--- src/rtl/imem_boot_loader.sv ---
// Boot loader: receives a length header plus a little-endian byte image, writes
// 32-bit words into instruction memory and releases the CPU once the image is written.
module imem_boot_loader #(
  parameter int unsigned ADDR_WIDTH = 8
) (
  input  logic                  clock,
  input  logic                  reset,
  input  logic                  start,
  input  logic                  rx_valid,
  input  logic [7:0]            rx_data,
  output logic                  rx_ready,
  output logic                  imem_we,
  output logic [ADDR_WIDTH-1:0] imem_addr,
  output logic [31:0]           imem_wdata,
  output logic                  cpu_reset,
  output logic                  load_done,
  output logic                  load_error,
  output logic [ADDR_WIDTH:0]   word_count
);

  typedef enum logic [2:0] {LEN0, LEN1, DATA, DONE, ERR} state_t;

  localparam logic [16:0] MAX_LEN = 17'd1 << ADDR_WIDTH;

  state_t                state, state_d;
  logic [15:0]           len, len_d;
  logic [1:0]            byte_idx, byte_idx_d;
  logic [23:0]           word_lo, word_lo_d;
  logic [ADDR_WIDTH-1:0] waddr, waddr_d;
  logic                  rx_ready_d, imem_we_d, cpu_reset_d, load_done_d, load_error_d;
  logic [ADDR_WIDTH-1:0] imem_addr_d;
  logic [31:0]           imem_wdata_d;
  logic [ADDR_WIDTH:0]   word_count_d;
  logic                  accept;
  logic [16:0]           hdr_len;

  always_ff @(posedge clock) begin
    if (!reset) begin
      state      <= LEN0;
      len        <= '0;
      byte_idx   <= '0;
      word_lo    <= '0;
      waddr      <= '0;
      rx_ready   <= 1'b0;
      imem_we    <= 1'b0;
      imem_addr  <= '0;
      imem_wdata <= '0;
      cpu_reset  <= 1'b0;
      load_done  <= 1'b0;
      load_error <= 1'b0;
      word_count <= '0;
    end else begin
      state      <= state_d;
      len        <= len_d;
      byte_idx   <= byte_idx_d;
      word_lo    <= word_lo_d;
      waddr      <= waddr_d;
      rx_ready   <= rx_ready_d;
      imem_we    <= imem_we_d;
      imem_addr  <= imem_addr_d;
      imem_wdata <= imem_wdata_d;
      cpu_reset  <= cpu_reset_d;
      load_done  <= load_done_d;
      load_error <= load_error_d;
      word_count <= word_count_d;
    end
  end

  always_comb begin
    state_d      = state;
    len_d        = len;
    byte_idx_d   = byte_idx;
    word_lo_d    = word_lo;
    waddr_d      = waddr;
    imem_we_d    = 1'b0;
    imem_addr_d  = imem_addr;
    imem_wdata_d = imem_wdata;
    cpu_reset_d  = cpu_reset;
    load_done_d  = load_done;
    load_error_d = load_error;
    word_count_d = word_count;
    accept       = rx_valid && rx_ready;
    hdr_len      = {1'b0, rx_data, len[7:0]};

    case (state)
      LEN0: begin
        if (accept) begin
          len_d[7:0] = rx_data;
          state_d    = LEN1;
        end
      end
      LEN1: begin
        if (accept) begin
          len_d[15:8] = rx_data;
          if (hdr_len == 17'd0 || hdr_len > MAX_LEN) begin
            state_d = ERR;
          end else begin
            state_d    = DATA;
            byte_idx_d = '0;
            waddr_d    = '0;
          end
        end
      end
      DATA: begin
        if (accept) begin
          byte_idx_d = byte_idx + 2'd1;
          case (byte_idx)
            2'd0: word_lo_d[7:0]   = rx_data;
            2'd1: word_lo_d[15:8]  = rx_data;
            2'd2: word_lo_d[23:16] = rx_data;
            default: begin
              // Fourth byte goes straight into the write register; the next
              // word may start filling word_lo during the write cycle.
              imem_we_d    = 1'b1;
              imem_addr_d  = waddr;
              imem_wdata_d = {rx_data, word_lo};
              if (17'(word_count) < {1'b0, len})
                word_count_d = word_count + 1'b1;
              waddr_d = waddr + 1'b1;
              if (17'(waddr) + 17'd1 == {1'b0, len})
                state_d = DONE;
            end
          endcase
        end
      end
      DONE, ERR: begin
        if (state == DONE) begin
          cpu_reset_d = 1'b1;
          load_done_d = 1'b1;
        end else begin
          load_error_d = 1'b1;
        end
        if (start) begin
          state_d      = LEN0;
          cpu_reset_d  = 1'b0;
          load_done_d  = 1'b0;
          load_error_d = 1'b0;
          word_count_d = '0;
        end
      end
      default: state_d = LEN0;
    endcase

    rx_ready_d = (state_d == LEN0) || (state_d == LEN1) || (state_d == DATA);
  end

endmodule

--- config.mk ---
export PLATFORM = sky130hd
export DESIGN_NAME = imem_boot_loader
export DESIGN_NICKNAME = d
export VERILOG_FILES = /design/src/rtl/imem_boot_loader.sv
export SDC_FILE = /design/constraint.sdc
export NUM_CORES = 1
export LEC_CHECK = 0
export CAP_MARGIN = 20
export CORE_ASPECT_RATIO = 0.9
export CORE_MARGIN = 2
export CORE_UTILIZATION = 28
export CTS_CLUSTER_DIAMETER = 80
export DETAILED_ROUTE_END_ITERATION = 10
export GPL_ROUTABILITY_DRIVEN = 0
export SLEW_MARGIN = 20
export SYNTH_ARGS = -nofsm -noshare
export SYNTH_HDL_FRONTEND = slang
export SYNTH_SLANG_ARGS = --single-unit
export TNS_END_PERCENT = 30
--- constraint.sdc ---
create_clock -name clock -period 2 [get_ports clock]
set_clock_uncertainty 0.15 [all_clocks]
set_input_delay 0.4 -clock clock [delete_from_list [all_inputs] [get_ports clock]]
set_output_delay 0.4 -clock clock [all_outputs]
set_load 0.01 [all_outputs]
Yosys cells after proc, flatten, opt, wreduce, memory -nomap -nowiden:

Index checks and enable logic that the tools add are counted.

* input port bits: 12
* register bits after elaboration: 106
* word-level logic and storage cells: 90

* eq/ne operators: 16
* reductions and logical operators: 25
* order comparisons: 2
* add/sub/neg operators: 4
* bitwise gates (word level): 1
* mux-type cells: 27

Operators by type and width (count)
* $mux W9: 4
* $mux W8: 4
* $mux W3: 7
* $pmux W9 S2: 1
* $eq A9 B16 Y1: 1
* $gt A16 B9 Y1 const B: 1
* $logic_not A16 Y1: 1
* $lt A9 B16 Y1: 1
* $pmux W8 S2: 1
* $reduce_and A3 Y1: 5
* $ne A2 B2 Y1 const B: 7
* $pmux W3 S4: 1
* $reduce_and A5 Y1: 2
* $add A8 B1 Y9 const B: 1
* $add A9 B1 Y9 const B: 1
* $eq A3 B2 Y1 const B: 3
* $add A8 B1 Y8 const B: 1
* $reduce_and A2 Y1: 4
* $eq A3 B1 Y1 const B: 2
* $logic_not A3 Y1: 2
* $mux W2: 3
* $reduce_bool A2 Y1: 3
* $mux W1: 5
* $pmux W2 S2: 1
* 11 further kinds: 13

Depth between registers and ports, before layout:

Gate-level depths: netlist of run 1.

* depth in word-level cells: 9
* gate-level depth with buffers: 8
* mapped depth without buffers: 7

Least setup slack after synthesis of run 1:

OpenSTA, ideal clock, no wires.

* path kind: reg2reg
* from: register word_count[1]
* to: register word_count[3]
* arrival: 1.936 ns
* setup time: 0.071 ns
* stages on the path, launching flop included: 6
* slack: -0.157 ns
* required time: 1.779 ns
* cells stage by stage: dfxtp_1 -> ha_1 -> a2111oi_0 -> o41ai_2 -> or4_1 -> a21oi_1

* longest elaborated chain between the ends: 5
* elaborated cells between the ends (all ways): 8
* classes of those cells: add/sub (1); order compare (1); eq/ne (1); mux (4); reduce/logical (1)

Ends and longest elaborated chain
* start: declaration: RTL line 18 `output logic [ADDR_WIDTH:0] word_count`
* start signal: assignment: RTL line 65 `word_count <= word_count_d;`
* $add A9 B1 Y9: RTL line 118 `word_count_d = word_count + 1'b1;`
* $mux W9: RTL line 117 `if (17'(word_count) < {1'b0, len})`
* $mux W9: RTL line 107 `case (byte_idx)`
* $mux W9: RTL line 105 `if (accept) begin`
* $pmux W9 S2: RTL line 85 `case (state)`

Several ways; a longest one is shown, not always the timed one. The select of a mux whose other input is x is not followed.
A chain may end at the register's enable or synchronous reset.

Final worst setup path of run 1:

* from: register len[6]
* to: register word_count[4]

* longest elaborated chain between the ends: 3

Ends and longest elaborated chain
* start: declaration: RTL line 26 `logic [15:0] len, len_d;`
* start signal: assignment: RTL line 54 `len <= len_d;`
* $lt A9 B16 Y1: RTL line 117
* $ne A2 B2 Y1 (no source line)
* $reduce_and A5 Y1 (no source line)

Every way passes these cells.

==> reports/qor.csv, run 1 <==
stage,metric,value,unit
synthesis,asr flop ratio synth,0,%
finish,fin cells,899,
power_and_ir_drop,leakage,2.408,nW
synthesis,sequential fraction of the synthesis area,45.74,%
clock_network,Inserted Clock Buffers,9,
sta,Max Slew Vio Count,0,
critical_path,"Req. time, crit path",2070,ps
finish,area grow syn2layout,43.82,%
critical_path,"slowest stage delay, CP",340,ps
grt,vias in the first global route,4448,
critical_path,slowest CP cell,dfxtp_2,
synthesis,"Avg Cell Area, Syn",8.139,um^2
min_path,Worst Hold Depth,2,
critical_path,r2r worst-path depth,9,
sta,Hold Fails Final Rpt,0,
run_status,failing checks,setup timing,
place,# placed instances,876,
power_and_ir_drop,Sequential Power Share,47.9,%
finish,fraction of layout cells with a size suffix above 1,22.54,%
flow_run,max-cap viol count,0,
detailed_routing,Routed Antenna Nets,0,
clock_network,Max Root-Sink Buffers,2,
clock_network,hold buffers post-CTS,0,
power_and_ir_drop,Max VDD drop,420.3,uV
power_and_ir_drop,Clock Power Share,44.0,%
finish,most frequent cells in the layout,"124 x nand2_1, 92 x dfxtp_1, 75 x buf_4, 73 x a21oi_1, 63 x clkdlybuf4s50_1",
detailed_routing,starting DRC count in detailed routing,274,
die,die extent in y,126.1,um
grt,global route overflow,0,
clock_network,Clock Latency Late Sink,340,ps
clock_network,H-tree lvl count,3,
finish,Final #Nets,716,
synthesis,unique cell type count in the Yosys netlist,51,
critical_path,crit path to,word_count[4],
die,initial core utilization,28.66,%
critical_path,Worst R2R Setup Slack,-220,ps
grt,largest net degree at the start of global routing,48,
critical_path,Critical Path AT,2280,ps
synthesis,cells after synthesis,570,
finish,Diodes inserted,0,
finish,Final Cell Area,0.006673,mm^2
synthesis,Synth Flop Type,dfxtp_1,
power_and_ir_drop,Gate power share,8.1,%
synthesis,#FFs+latches synth,106,
place,port bufs,65,
critical_path,Critical R2R Launch,len[6],
place,HPWL after DPL,9.723,mm
critical_path,crit start category,register,
power_and_ir_drop,total design power,4.472,mW
place,placed inst area,0.006058,mm^2
die,Placement Rows,44,
power_and_ir_drop,P_sw,935.6,uW
power_and_ir_drop,sw frac,20.92,%
sta,fin crit share,110.8,%
die,die footprint,0.01762,mm^2
detailed_routing,DRC,0,
die,Die W,139.7,um
clock_network,Clock Tree Root,clkbuf_16,
synthesis,Yosys warnings,0,
die,IO Count,66,
sta,Final Worst Setup Slack,-216.5,ps
clock_network,clk slew on worst S/H paths,60,ps
detailed_routing,Pre-antenna DRT Iters,6,
detailed_routing,total wire length,13.60,mm
critical_path,critical path cell sequence,inv_2 > ha_4 > a41o_1 > a221oi_4 > nor2_4 > buf_6 > buf_4 > o31ai_1 > a21oi_1,
sta,Max-slew headroom,73.45,%
grt,initial antenna violation count,0,
synthesis,net count after synthesis,596,
synthesis,Post-synth EDFFs,0,
detailed_routing,via count,4462,
sta,final setup fails,14,
grt,first-pass GRT wire length,22.21,mm
finish,fin util,41.23,%
run_status,run status,"complete, but fails checks",
detailed_routing,DR vias/cell,4.963,
critical_path,endpoint class of the critical path,register,
sta,Total Neg Setup Slack,-1414,ps
critical_path,crit-path max FO,6,
critical_path,r2r endpoint,word_count[4],
sta,RSZ-0062 raised after global routing,yes,
die,total core area,0.01619,mm^2
power_and_ir_drop,internal power,3.536,mW
detailed_routing,wire per inst,15.13,um
clock_network,CTS tree,yes,
finish,"most common cell after layout, fill and taps aside",nand2_1,
synthesis,Synth Cell Area,0.004639,mm^2
grt,total global-route track usage,15.53,%
sta,Slew @ Worst Pin,398.2,ps
power_and_ir_drop,pwr dens,670.2,mW/mm^2
critical_path,CP startpoint,len[6],
min_path,Hold Path Class,reg -> reg,
clock_network,clock sinks,106,
critical_path,Worst Setup Path Type,reg -> reg,
sta,fmax,451.2,MHz
sta,post-route minimum period,2217,ps
==> area by class of cell <==
type	count	area, um^2
well taps	207	259.0
flip-flops and latches	106	2145
inverters	14	57.56
repair buffers	146	1304
clock buffers	10	239.0
fillers	1624	9513
multi-input cells	413	2579
clock inverters	3	90.09
==> flip-flops by register name, indices dropped and copies added, names as in the netlist, 2 cells and up <==
name / count
len: 16
imem_wdata: 32
word_lo: 24
state: 3
waddr: 8
word_count: 9
byte_idx: 2
imem_addr: 8
==> repair_timing <==
item / CTS / global route
setup buffers: 4 / 7
pin swaps: 19 / 23
hold endpoints to repair: 0 / 0
gates resized for setup: 25 / 33
endpoints found under the setup margin: 26 / 60
==> Yosys cell counts (all sizes together), types with 2 or more instances <==
master  count  area share, %
a31oi       6           0.81
nand3      33            3.6
a21oi      77            8.3
xor2        4           0.76
nor4        3           0.40
nor4b       2           0.38
and4        5            1.0
o41ai       2           0.54
nor2       29            2.3
o211a       2           0.43
dfxtp     106             46
ha         14            3.8
xnor2       3           0.57
clkbuf     32            2.6
nand2b      2           0.27
o21a        5           0.81
mux2i      18            3.9
nor3b       4           0.65
o31ai       6           0.97
nor3        9           0.97
a21o        2           0.32
nand3b      2           0.32
or3         8            1.1
buf         5           0.54
inv        14            1.1
nand2     126             10
a211oi      2           0.32
nor2b       6           0.81
nand4       6           0.81
or4         8            1.5
o21ai      13            1.4
and2        2           0.27
==> how the worst min path moves through the flow <==
stage | startpoint | endpoint
2_1_floorplan | word_lo[0] | imem_wdata[0]
3_3_place_gp | word_lo[23] | word_lo[23]
3_5_place_dp | word_lo[9] | imem_wdata[9]
4_1_cts | imem_wdata[6] | imem_wdata[6]
5_1_grt | word_lo[4] | imem_wdata[4]
6_report | imem_wdata[10] | imem_wdata[10]
==> worst max-delay path: cells and delay by family (launching register included) <==
family	cells	cell delay, ps
adder cells (fa/ha/maj)	1	210
flip-flops	1	340
buffers and inverters	3	320
AND/OR/NAND/NOR	1	100
AO/OA/AOI/OAI	4	980
==> kinds of logic (layout without fill, tap and decap cells) <==
kind of cell,Yosys count,count (layout),synth area share [%]
DFF,106,106,45.74
adders and majority gates,14,14,3.776
and+or+nand+nor,247,247,24.84
buffers and inverters,51,173,4.261
AOI/OAI and AO/OA,126,126,15.94
xor gates and xnor gates,7,7,1.321
muxes,19,19,4.126
==> through the flow <==
step / worst slack, ps / hold slack (ps)
2_1_floorplan: -73.52 / 282.1
3_3_place_gp: -352.0 / 294.9
3_5_place_dp: -418.4 / 298.7
4_1_cts: -201.4 / 308.5
5_1_grt: -265.9 / 325.2
6_report: -216.5 / 305.8
==> routing by layer <==
layer / GRT usage, % / routed length (um)
met5: 0 / 0
met4: 5.353 / 131
met3: 3.498 / 833
met2: 25.45 / 6353
met1: 20.21 / 6281
==> power by group through the flow <==
| stage | clock network (mW) | logic [mW] | registers [mW] |
|---|---|---|---|
| 4_1_cts | 2.01 | 0.346 | 2.14 |
| 3_3_place_gp | 0 | 0.313 | 2.19 |
| 6_report | 1.97 | 0.362 | 2.14 |
| 3_5_place_dp | 0 | 0.324 | 2.19 |
| 2_1_floorplan | 0 | 0.155 | 2.19 |
| 5_1_grt | 2.08 | 0.391 | 2.14 |
Power figures use the tool's default switching activity.
==> inputs of run 2 (changes only) <==
- GPL_TIMING_DRIVEN: default -> 0
==> reports/qor.csv, run 2 (same netlist as run 1, synthesis figures left out) <==
stage,metric,value,unit,change
run_status,run status,"complete, but fails checks",,unchanged
run_status,failing checks,setup timing,,unchanged
critical_path,crit start category,register,,unchanged
power_and_ir_drop,sw frac,24.60,%,was 20.92%
sta,post-route minimum period,2225,ps,was 2217 ps
detailed_routing,Pre-antenna DRT Iters,5,,was 6
sta,fin crit share,111.3,%,was 110.8%
detailed_routing,Routed Antenna Nets,0,,unchanged
place,HPWL after DPL,8.881,mm,was 9.723 mm
detailed_routing,via count,4303,,was 4462
die,initial core utilization,28.66,%,unchanged
sta,final setup fails,19,,was 14
power_and_ir_drop,pwr dens,656.5,mW/mm^2,was 670.2 mW/mm^2
grt,first-pass GRT wire length,21.16,mm,was 22.21 mm
clock_network,H-tree lvl count,3,,unchanged
critical_path,crit-path max FO,8,,was 6
power_and_ir_drop,internal power,3.117,mW,was 3.536 mW
clock_network,Clock Tree Root,clkbuf_16,,unchanged
flow_run,max-cap viol count,0,,unchanged
finish,fraction of layout cells with a size suffix above 1,16.94,%,was 22.54%
critical_path,endpoint class of the critical path,register,,unchanged
sta,Final Worst Setup Slack,-225.4,ps,was -216.5 ps
grt,largest net degree at the start of global routing,18,,was 48
min_path,Hold Path Class,reg -> reg,,unchanged
critical_path,"Req. time, crit path",2090,ps,was 2070 ps
clock_network,clock sinks,106,,unchanged
finish,area grow syn2layout,35.73,%,was 43.82%
detailed_routing,wire per inst,14.80,um,was 15.13 um
critical_path,Critical Path AT,2320,ps,was 2280 ps
clock_network,clk slew on worst S/H paths,70,ps,was 60 ps
power_and_ir_drop,Max VDD drop,350.4,uV,was 420.3 uV
grt,total global-route track usage,14.80,%,was 15.53%
power_and_ir_drop,Gate power share,6.7,%,was 8.1%
sta,Max-slew headroom,59.98,%,was 73.45%
grt,vias in the first global route,3972,,was 4448
finish,Multi-input gate area,0.002555,mm^2,was 0.002579 mm^2
die,die extent in y,126.1,um,unchanged
die,Die W,139.7,um,unchanged
clock_network,Clock Latency Late Sink,350,ps,was 340 ps
clock_network,Inserted Clock Buffers,9,,unchanged
detailed_routing,total wire length,12.94,mm,was 13.60 mm
detailed_routing,DRC,0,,unchanged
finish,Diodes inserted,0,,unchanged
sta,RSZ-0062 raised after global routing,yes,,unchanged
clock_network,Max Root-Sink Buffers,2,,unchanged
detailed_routing,DR vias/cell,4.923,,was 4.963
detailed_routing,starting DRC count in detailed routing,357,,was 274
place,port bufs,64,,was 65
grt,global route overflow,0,,unchanged
sta,Worst Hold Slack,305.2,ps,was 305.8 ps
power_and_ir_drop,P_sw,1.017,mW,was 935.6 uW
finish,most frequent cells in the layout,"121 x nand2_1, 86 x dfxtp_1, 76 x a21oi_1, 56 x clkdlybuf4s50_1, 31 x nand3_1",,"was 124 x nand2_1, 92 x dfxtp_1, 75 x buf_4, 73 x a21oi_1, 63 x clkdlybuf4s50_1"
finish,"most common cell after layout, fill and taps aside",nand2_1,,unchanged
sta,Hold Fails Final Rpt,0,,unchanged
die,die footprint,0.01762,mm^2,unchanged
finish,Final #Nets,689,,was 716
power_and_ir_drop,total design power,4.134,mW,was 4.472 mW
finish,Biggest register,imem_wdata,,unchanged
finish,biggest regs,"imem_wdata (32), word_lo (24), len (16)",,unchanged
sta,fmax,449.4,MHz,was 451.2 MHz
clock_network,CTS tree,yes,,unchanged
power_and_ir_drop,leakage,2.187,nW,was 2.408 nW
grt,initial antenna violation count,0,,unchanged
die,total core area,0.01619,mm^2,unchanged
place,dpl ws,-940.7,ps,was -418.4 ps
power_and_ir_drop,Sequential Power Share,51.9,%,was 47.9%
finish,max reg flops,32,,unchanged
critical_path,Worst Setup Path Type,reg -> reg,,unchanged
sta,Max Slew Vio Count,0,,unchanged
finish,fill count,1669,,was 1624
finish,register area,0.002160,mm^2,was 0.002145 mm^2
sta,Slew @ Worst Pin,600.3,ps,was 398.2 ps
die,Placement Rows,44,,unchanged
power_and_ir_drop,Clock Power Share,41.4,%,was 44.0%
finish,fin util,38.91,%,was 41.23%
die,IO Count,66,,unchanged
-- run 2: cell count changes in the layout (fill, tap and decap cells not counted), moves of 4 or more --
cell / delta
inv_1: +5
inv_2: -5
buf_6: -4
dfxtp_1: -6
clkdlybuf4s50_1: -7
buf_4: -50
clkbuf_2: +7
clkbuf_1: +17
-- run 2: routing by layer --
| metal | global-route usage [%] | wire (um) | vias to the layer above |
|---|---|---|---|
| met5 | 0 | 0 | - |
| met4 | 4.824 | 186 | 0 |
| met3 | 3.156 | 712 | 14 |
| met2 | 21.09 | 5426 | 119 |
| met1 | 22.08 | 6611 | 1990 |
| li1 | - | - | 2180 |
-- run 2: repair_timing --
item,4_1_cts,5_1_grt
resized for setup,54,41
buffers inserted,7,11
hold buffers,0,0
pin swaps,9,10
setup endpoints to repair,95,99
cloned,1,0
-- run 2: area by class of cell --
| cell class | count | area share (%) |
|---|---|---|
| Buffer | 36 | 3.159 |
| Clock buffer | 10 | 3.795 |
| Inverter | 14 | 0.9140 |
| Multi-Input combinational cell | 413 | 40.57 |
| Tap cell | 207 | 4.113 |
| Sequential cell | 106 | 34.29 |
| Clock inverter | 5 | 0.5762 |
| Timing Repair Buffer | 83 | 12.58 |
-- run 2: critical path: stages (launching register included) --
cell      delay, ps
dfxtp_2         360
inv_4            50
ha_4            260
and2_4          140
nand4_1         120
o41ai_4         570
clkbuf_8        260
nor3b_2          40
o21a_1          160
-- run 2: through the flow --
step                cell area [um^2]  std cells  setup TNS (ps)
floorplan                       4726        570          -154.9
global placement                5625        841          -59650
detailed placement              5625        841          -58600
CTS                             6110        863           -2065
global route                    6297        874           -3333
finish                          6297        874           -2107
-- run 2: worst paths after layout --
| path | cells past startpoint | to | slack (ps) | from |
|---|---|---|---|---|
| worst max register to register | 8 | word_count[1] | -230 | len[8] |
| worst max-delay path | 8 | word_count[1] | -230 | len[8] |
| worst min register to register | 2 | imem_wdata[3] | 310 | imem_wdata[3] |
| worst min-delay path | 2 | imem_wdata[3] | 310 | imem_wdata[3] |
-- run 2: power groups by stage --
stage	logic (mW)	registers, mW	clock network [mW]
finish	0.279	2.15	1.71
global route	0.303	2.15	1.80
CTS	0.258	2.15	1.74
detailed placement	0.245	2.20	0
global placement	0.245	2.20	0
floorplan	0.155	2.19	0
==> inputs of run 3 (changes only) <==
- SLEW_MARGIN: 20 -> 15
==> results of run 3 <==
The final DEF is identical to that of run 2; final timing and power are the same.
